--- src/rtl/fec_channel_arbiter.sv ---
// fec_channel_arbiter: round-robin share of one encoder_fec port among N_CH sources.
// Optional watchdog on fec_ack enabled by defining FEC_ARB_TIMEOUT_EN.
module fec_channel_arbiter #(
   parameter int N_CH        = 4,
   parameter int DATA_W      = 8,
   parameter int TIMEOUT_CYC = 64
) (
   input  logic                     clk,
   input  logic                     rst_n,
   input  logic                     en,
   input  logic [N_CH-1:0]          req,
   input  logic [N_CH*DATA_W-1:0]   data_in,
   output logic [N_CH-1:0]          ack,
   output logic                     fec_req,
   output logic [DATA_W-1:0]        fec_data,
   input  logic                     fec_ack,
   output logic                     busy,
   output logic [$clog2(N_CH)-1:0]  grant_ch,
   output logic                     timeout_err
);

   localparam int IW = $clog2(N_CH);

   typedef enum logic [1:0] {
      IDLE,
      WAIT_ACK,
      RELEASE
   } state_t;

   state_t              r_state;
   logic [N_CH-1:0]     r_ack;
   logic                r_fec_req;
   logic [DATA_W-1:0]   r_fec_data;
   logic                r_busy;
   logic [IW-1:0]       r_grant_ch;
   logic [IW-1:0]       r_rr_ptr;

   logic [IW-1:0]       w_sel;
   logic                w_start;
   logic [DATA_W-1:0]   w_data;
   logic [IW-1:0]       w_ptr_nxt;
   logic [N_CH-1:0]     w_onehot;
   logic                w_expire;

   function automatic logic [IW-1:0] f_wrap(input int v);
      if (v >= N_CH) return IW'(v - N_CH);
      return IW'(v);
   endfunction

   // Pick the first requester at or after rr_ptr, wrapping past N_CH-1.
   always_comb begin
      w_sel = r_rr_ptr;
      for (int i = N_CH - 1; i >= 0; i--) begin
         if (req[f_wrap(int'(r_rr_ptr) + i)])
            w_sel = f_wrap(int'(r_rr_ptr) + i);
      end
   end

   assign w_start   = en & (|req);
   assign w_data    = data_in[w_sel*DATA_W +: DATA_W];
   assign w_ptr_nxt = (r_grant_ch == IW'(N_CH - 1)) ? '0 : r_grant_ch + 1'b1;
   assign w_onehot  = {{(N_CH-1){1'b0}}, 1'b1} << r_grant_ch;

`ifdef FEC_ARB_TIMEOUT_EN
   localparam int CW = $clog2(TIMEOUT_CYC + 1);

   logic [CW-1:0] r_cnt;
   logic          r_timeout_err;

   assign w_expire    = (r_cnt + 1'b1) == CW'(TIMEOUT_CYC);
   assign timeout_err = r_timeout_err;

   // Count cycles spent waiting for fec_ack; cleared outside WAIT_ACK.
   always_ff @(posedge clk or negedge rst_n) begin
      if (!rst_n) begin
         r_cnt <= '0;
      end else if (r_state != WAIT_ACK) begin
         r_cnt <= '0;
      end else if (!fec_ack) begin
         r_cnt <= r_cnt + 1'b1;
      end
   end

   // One-cycle error pulse when the watchdog, not fec_ack, ends the wait.
   always_ff @(posedge clk or negedge rst_n) begin
      if (!rst_n) begin
         r_timeout_err <= 1'b0;
      end else begin
         r_timeout_err <= (r_state == WAIT_ACK) & ~fec_ack & w_expire;
      end
   end
`else
   assign w_expire    = 1'b0;
   assign timeout_err = 1'b0;
`endif

   // Arbitration FSM: grant, wait for the chain, pulse ack, then release.
   always_ff @(posedge clk or negedge rst_n) begin
      if (!rst_n) begin
         r_state    <= IDLE;
         r_ack      <= '0;
         r_fec_req  <= 1'b0;
         r_fec_data <= '0;
         r_busy     <= 1'b0;
         r_grant_ch <= '0;
         r_rr_ptr   <= '0;
      end else begin
         unique case (r_state)
            IDLE: begin
               if (w_start) begin
                  r_fec_data <= w_data;
                  r_grant_ch <= w_sel;
                  r_fec_req  <= 1'b1;
                  r_busy     <= 1'b1;
                  r_state    <= WAIT_ACK;
               end
            end
            WAIT_ACK: begin
               if (fec_ack || w_expire) begin
                  r_fec_req <= 1'b0;
                  r_ack     <= w_onehot;
                  r_rr_ptr  <= w_ptr_nxt;
                  r_state   <= RELEASE;
               end
            end
            RELEASE: begin
               r_ack   <= '0;
               r_busy  <= 1'b0;
               r_state <= IDLE;
            end
            default: begin
               r_state <= IDLE;
            end
         endcase
      end
   end

   assign ack      = r_ack;
   assign fec_req  = r_fec_req;
   assign fec_data = r_fec_data;
   assign busy     = r_busy;
   assign grant_ch = r_grant_ch;

endmodule

--- config.mk ---
export PLATFORM = sky130hd
export DESIGN_NAME = fec_channel_arbiter
export DESIGN_NICKNAME = d
export VERILOG_FILES = /design/src/rtl/fec_channel_arbiter.sv
export SDC_FILE = /design/constraint.sdc
export NUM_CORES = 1
export LEC_CHECK = 0
export BUFFER_PORTS_ARGS = -buffer_cell sky130_fd_sc_hd__buf_4
export CAP_MARGIN = 20
export CORE_MARGIN = 4
export CORE_UTILIZATION = 51
export DETAILED_ROUTE_END_ITERATION = 8
export PLACE_DENSITY_LB_ADDON = 0.3
export SYNTH_ARGS = -nofsm -noshare
export SYNTH_HDL_FRONTEND = slang
export SYNTH_SLANG_ARGS = --single-unit
--- constraint.sdc ---
create_clock -name clk -period 5 [get_ports clk]
set_clock_uncertainty 0.1 [all_clocks]
set_input_delay 0.5 -clock clk [delete_from_list [all_inputs] [get_ports clk]]
set_output_delay 0.5 -clock clk [all_outputs]
set_load 0.02 [all_outputs]
Yosys cells after proc, flatten, opt, wreduce, memory -nomap -nowiden
Index checks and enable logic that the tools add are counted.
Word-level totals
  output and inout port bits: 17
  input port bits: 40
  word-level logic and storage cells: 84
  register bits after elaboration: 20
Operators by class
  equal/unequal tests: 5
  $add $sub $neg: 8
  order comparisons: 8
  shift operators: 2
  multiplexer cells: 42
  reduce and logical (&&, ||, !) cells: 11
  bitwise logic cells: 1
Operators with widths (count)
  2-to-1 mux 2 bit: 19
  variable part select 32 x 6 -> 8 bit: 1
  2-to-1 mux 1 bit: 14
  less-than comparator 2 x 3 -> 1 bit, second input constant: 4
  AND reduction 2 bit: 5
  >= comparator 3 bit, second input constant: 3
  binary-select mux 1 bit (select 2 bit): 4
  one-hot mux 4 bit (2 select lines): 1
  subtractor 2 x 1 -> 2 bit, second input constant: 4
  adder 2 x 2 -> 3 bit, second input constant: 2
  nonzero test 2 bit: 3
  == test 2 bit, second input constant: 2
  2-to-1 mux 4 bit: 1
  != test 2 bit, second input constant: 2
  one-hot mux 1 bit (2 select lines): 2
  one-hot mux 2 bit (2 select lines): 1
  OR reduction 4 bit: 1
  left shift 1 x 2 -> 4 bit, first input constant: 1
  adder 2 x 1 -> 3 bit, second input constant: 1
  >= comparator 2 x 3 -> 1 bit, second input constant: 1
  AND reduction 3 bit: 1
  adder 2 x 1 -> 2 bit, second input constant: 1
  == test 2 x 1 -> 1 bit, second input constant: 1
  zero test 2 bit: 1
  AND 1 bit: 1

Longest topological paths before layout
  depth in word-level cells: 13
  mapped depth: 6
  gate-level depth less buffers: 5

Worst setup path before layout
Ideal clock, no wire load.
  kind: input to register
  start point: in req[1]
  end point: reg r_fec_data[2] (netlist: fec_data[2])
  path buffers: 1
  data required time: 4766 ps
  setup time: 134 ps
  cell stages on the path: 6
  setup slack: 3132 ps
  data arrival time: 1634 ps
  cells stage by stage: or2_4 -> a21o_4 -> buf_6 -> and4_1 -> a2111oi_2 -> a211oi_1
On the way
  word-level cells in the longest chain between the ends: 7
  elaborated cells between the ends (all ways): 16
  those cells by class: shift: 1; mux: 12; bitwise: 1; reduce/logical: 2
RTL lines
  start, declared: line 11  | input logic [N_CH-1:0] req,
  binary-select mux 1 bit (select 2 bit): line 54  | if (req[f_wrap(int'(r_rr_ptr) + i)])
  2-to-1 mux 1 bit (implied by the code): line 54
  2-to-1 mux 2 bit (4 in a row): line 54
  variable part select 32 x 6 -> 8 bit: line 60  | assign w_data = data_in[w_sel*DATA_W +: DATA_W];
  end signal, assigned: line 111  | r_fec_data <= w_data;
  end, declared: line 33  | logic [DATA_W-1:0] r_fec_data;
Parallel ways exist; a longest one is shown, timed or not. The select of a mux whose other input is x is not followed.
A chain may end at the register's enable or synchronous reset.

Final worst setup path
  start point: reg r_rr_ptr[0]
  end point: reg r_fec_data[1] (netlist: fec_data[1])
On the way
  word-level cells in the longest chain between the ends: 11
  elaborated cells between the ends (all ways): 44
  those cells by class: add/sub: 7; order compare: 4; shift: 1; mux: 32
RTL lines
  start, declared: line 36  | logic [IW-1:0] r_rr_ptr;
  start signal, assigned: line 122  | r_rr_ptr <= w_ptr_nxt;
  adder 2 x 2 -> 3 bit: line 54, 55
  >= comparator 3 bit or subtractor 2 x 1 -> 2 bit (tied branches): line 46  | if (v >= N_CH) return IW'(v - N_CH);
  2-to-1 mux 1 bit or 2-to-1 mux 2 bit (tied branches): line 46
  2-to-1 mux 2 bit: line 47  | return IW'(v);
  binary-select mux 1 bit (select 2 bit): line 54
  2-to-1 mux 1 bit (implied by the code): line 54
  2-to-1 mux 2 bit (3 in a row): line 54
  2-to-1 mux 2 bit *: line 54
  variable part select 32 x 6 -> 8 bit *: line 60
Every way passes the cells marked *; elsewhere a longest branch is shown, timed or not. The select of a mux whose other input is x is not followed.

==> run metrics <==
vias in the first global route 1,314; GPL Wtd Cong 0.874; All-Layer GR Usage 22.1%; per-cell routed wire length 17.0 um; PD cells 514 mW/mm2; library cells used by synthesis 39; DRT iter0 DRCs 40; Core ar. 0.00248 mm2; nets@finish 229; Hold Fails Final Rpt 0; die area 0.00350 mm2; Leak 0.000799 uW; CP startpoint kind flop; Yosys warnings 0; Layout area overhead 32.8%; Setup-failing EPs final 0; CTS tree done; Register Area 500 um2; Die X 59.2 um; total power 911 uW; RSZ-0062 raised after global routing no; n_diodes 0; # fillers 196; initial core utilization 53.9%; largest net degree at the start of global routing 24; DR vias/cell 6.03; CP max FO 17; clk root buf clkbuf_4; HP Class input port to flop; final std cells w/o fill 214; sequential share of the synthesized area 37.5%; Top Ports 57; I/O Buffers 55; DRT Pass-1 Iters 4; minimum period implied by the final worst setup slack 2.00 ns; Remaining DRCs 0; CP endpoint kind flop; Resized cells post-CTS 0; fin. max-slew vios 0; CTS max path bufs 2; final setup TNS 0 ns; crit path kind flop to flop; Worst Path Arrival 2.08 ns; later-pin clock latency in the skew report 0.31 ns; Highest Clock Rate 501 MHz; Worst Tran Pin Value 0.644 ns; hold_sp fec_ack; Max Cap Viol 0; Post-Syn Instances 132; Num CTS Buffers 3; status completed; post-detail-place hpwl 2810 um; syn nets 176; synthesized cell area 0.00134 mm2; clk sink count 20; WL final 3640 um; Core Util, Final 71.6%; via count 1,290; reg2reg start r_rr_ptr[0]; # H-tree levels 1; FF-to-FF setup slack 3.00 ns; total gr overflow 0; Routed Antenna Nets 0; VDD IR max 0.308 mV; Worst R2R Path Depth 5; antenna violations before repair 0; Final Hold Slack 0.310 ns; Inst Count DP 209; Syn Area/Cell 10.1 um2; RR Endpoint fec_data[1]; Hold EP r_state[0]; layout cells sized above 1 39.1%; Synth Register Bits 20; multi-input combinational cell area 753 um2; CTS clk-pin slew, worst paths 0.12 ns; Hold Path Depth 2; Cell Rows 18; first-pass GRT wire length 6000 um; Die Ht 59.2 um; final worst-path cycle share 39.9%; WP data required 5.08 ns; Slew headroom 56.9%
-- cells by family after synthesis --
logic type	synth area share [%]
AOI/OAI and AO/OA	32.8
adders and majority gates	3.75
muxes	0.843
and+or+nand+nor	18.7
buffers and inverters	6.09
DFF	37.5
other	0.281
-- synth_stat cells --
master | number | area (um2)
a22o_1 | 7 | 61.3
nor2b_2 | 1 | 8.76
a211oi_1 | 8 | 60.1
or2_4 | 1 | 8.76
or2_1 | 1 | 6.26
nor4_1 | 1 | 6.26
buf_6 | 3 | 33.8
a2111oi_1 | 3 | 30.0
conb_1 | 1 | 3.75
and3b_1 | 1 | 8.76
a21oi_1 | 9 | 45.0
buf_4 | 2 | 15.0
o21bai_4 | 1 | 18.8
nor2b_4 | 1 | 13.8
o21ai_4 | 1 | 16.3
nand3_1 | 1 | 5.00
mux2_2 | 1 | 11.3
a2111oi_2 | 2 | 30.0
and4_1 | 8 | 70.1
o21a_1 | 1 | 7.51
o311a_1 | 1 | 10.0
o21ai_0 | 5 | 25.0
a2111oi_4 | 1 | 27.5
nor2_1 | 11 | 41.3
o311ai_2 | 1 | 16.3
ha_1 | 4 | 50.1
nor2b_1 | 3 | 18.8
clkbuf_1 | 2 | 7.51
nor3_1 | 1 | 5.00
a31oi_1 | 8 | 50.1
a21o_4 | 1 | 15.0
a2111oi_0 | 2 | 17.5
buf_2 | 2 | 10.0
o31ai_1 | 1 | 7.51
dfrtp_1 | 20 | 500
nand2_1 | 9 | 33.8
and2_1 | 1 | 6.26
nand3_4 | 1 | 17.5
inv_1 | 4 | 15.0
-- how the worst max path moves through the flow --
stage	endpoint	from	slack [ns]
global route	fec_data[6]	r_rr_ptr[0]	2.84
finish	fec_data[1]	r_rr_ptr[0]	3.00
CTS	fec_data[1]	r_rr_ptr[0]	3.04
global placement	fec_data[1]	req[2]	2.90
floorplan	fec_data[2]	req[1]	3.13
detailed placement	fec_data[1]	req[2]	2.82
-- power breakdown --
part / switching [uW] / internal (uW) / total, uW
combinational: 287 / 219 / 506
clock: 52.1 / 44.4 / 96.5
sequential: 75.0 / 233 / 308
total: 414 / 496 / 911
-- what timing repair did --
action,4_1_cts,5_1_grt
hold buffers,1,0
endpoints found under the hold margin,20,0
buffers inserted,0,0
-- through the flow --
step / instance area (um2) / worst slack, ns
floorplan: 1340 / 3.13
global placement: 1730 / 2.90
detailed placement: 1730 / 2.82
CTS: 1770 / 3.04
global route: 1770 / 2.84
finish: 1770 / 3.00
-- area by class of cell --
type	count	share of cell area, %
clock buffers	4	2.05
inverters	4	0.847
multi-input cells	99	42.5
flip-flops and latches	20	28.2
well taps	30	2.12
repair buffers	57	24.3
-- layer usage --
metal  global-route usage (%)  wire, um
met5                        0         0
met2                     40.1      1840
met1                     27.9      1480
met4                     6.15        24
met3                     1.96       289
-- cells in the final DEF, fill, tap and decap left out, drive strengths merged, types with 2 or more instances in the layout --
cell      n
buf      56
dfrtp    20
nor2     11
nand2     9
a21oi     9
a31oi     8
and4      8
a211oi    8
a2111oi   8
a22o      7
o21ai     6
nor2b     5
inv       4
ha        4
clkbuf    4
or2       2
nand3     2
-- registers in the layout (all words and copies together), names as in the netlist --
| name | flops |
|---|---|
| r_rr_ptr | 2 |
| ack | 4 |
| fec_req | 1 |
| r_state | 2 |
| busy | 1 |
| fec_data | 8 |
| grant_ch | 2 |
-- critical path, cell delays in order (launching register included) --
cell       delay (ns)
dfrtp_1          0.50
nor2b_2          0.11
o21ai_4          0.27
nand3_4          0.25
a2111oi_1        0.56
a211oi_1         0.09
No activity file was read; power rests on OpenSTA's default activity.
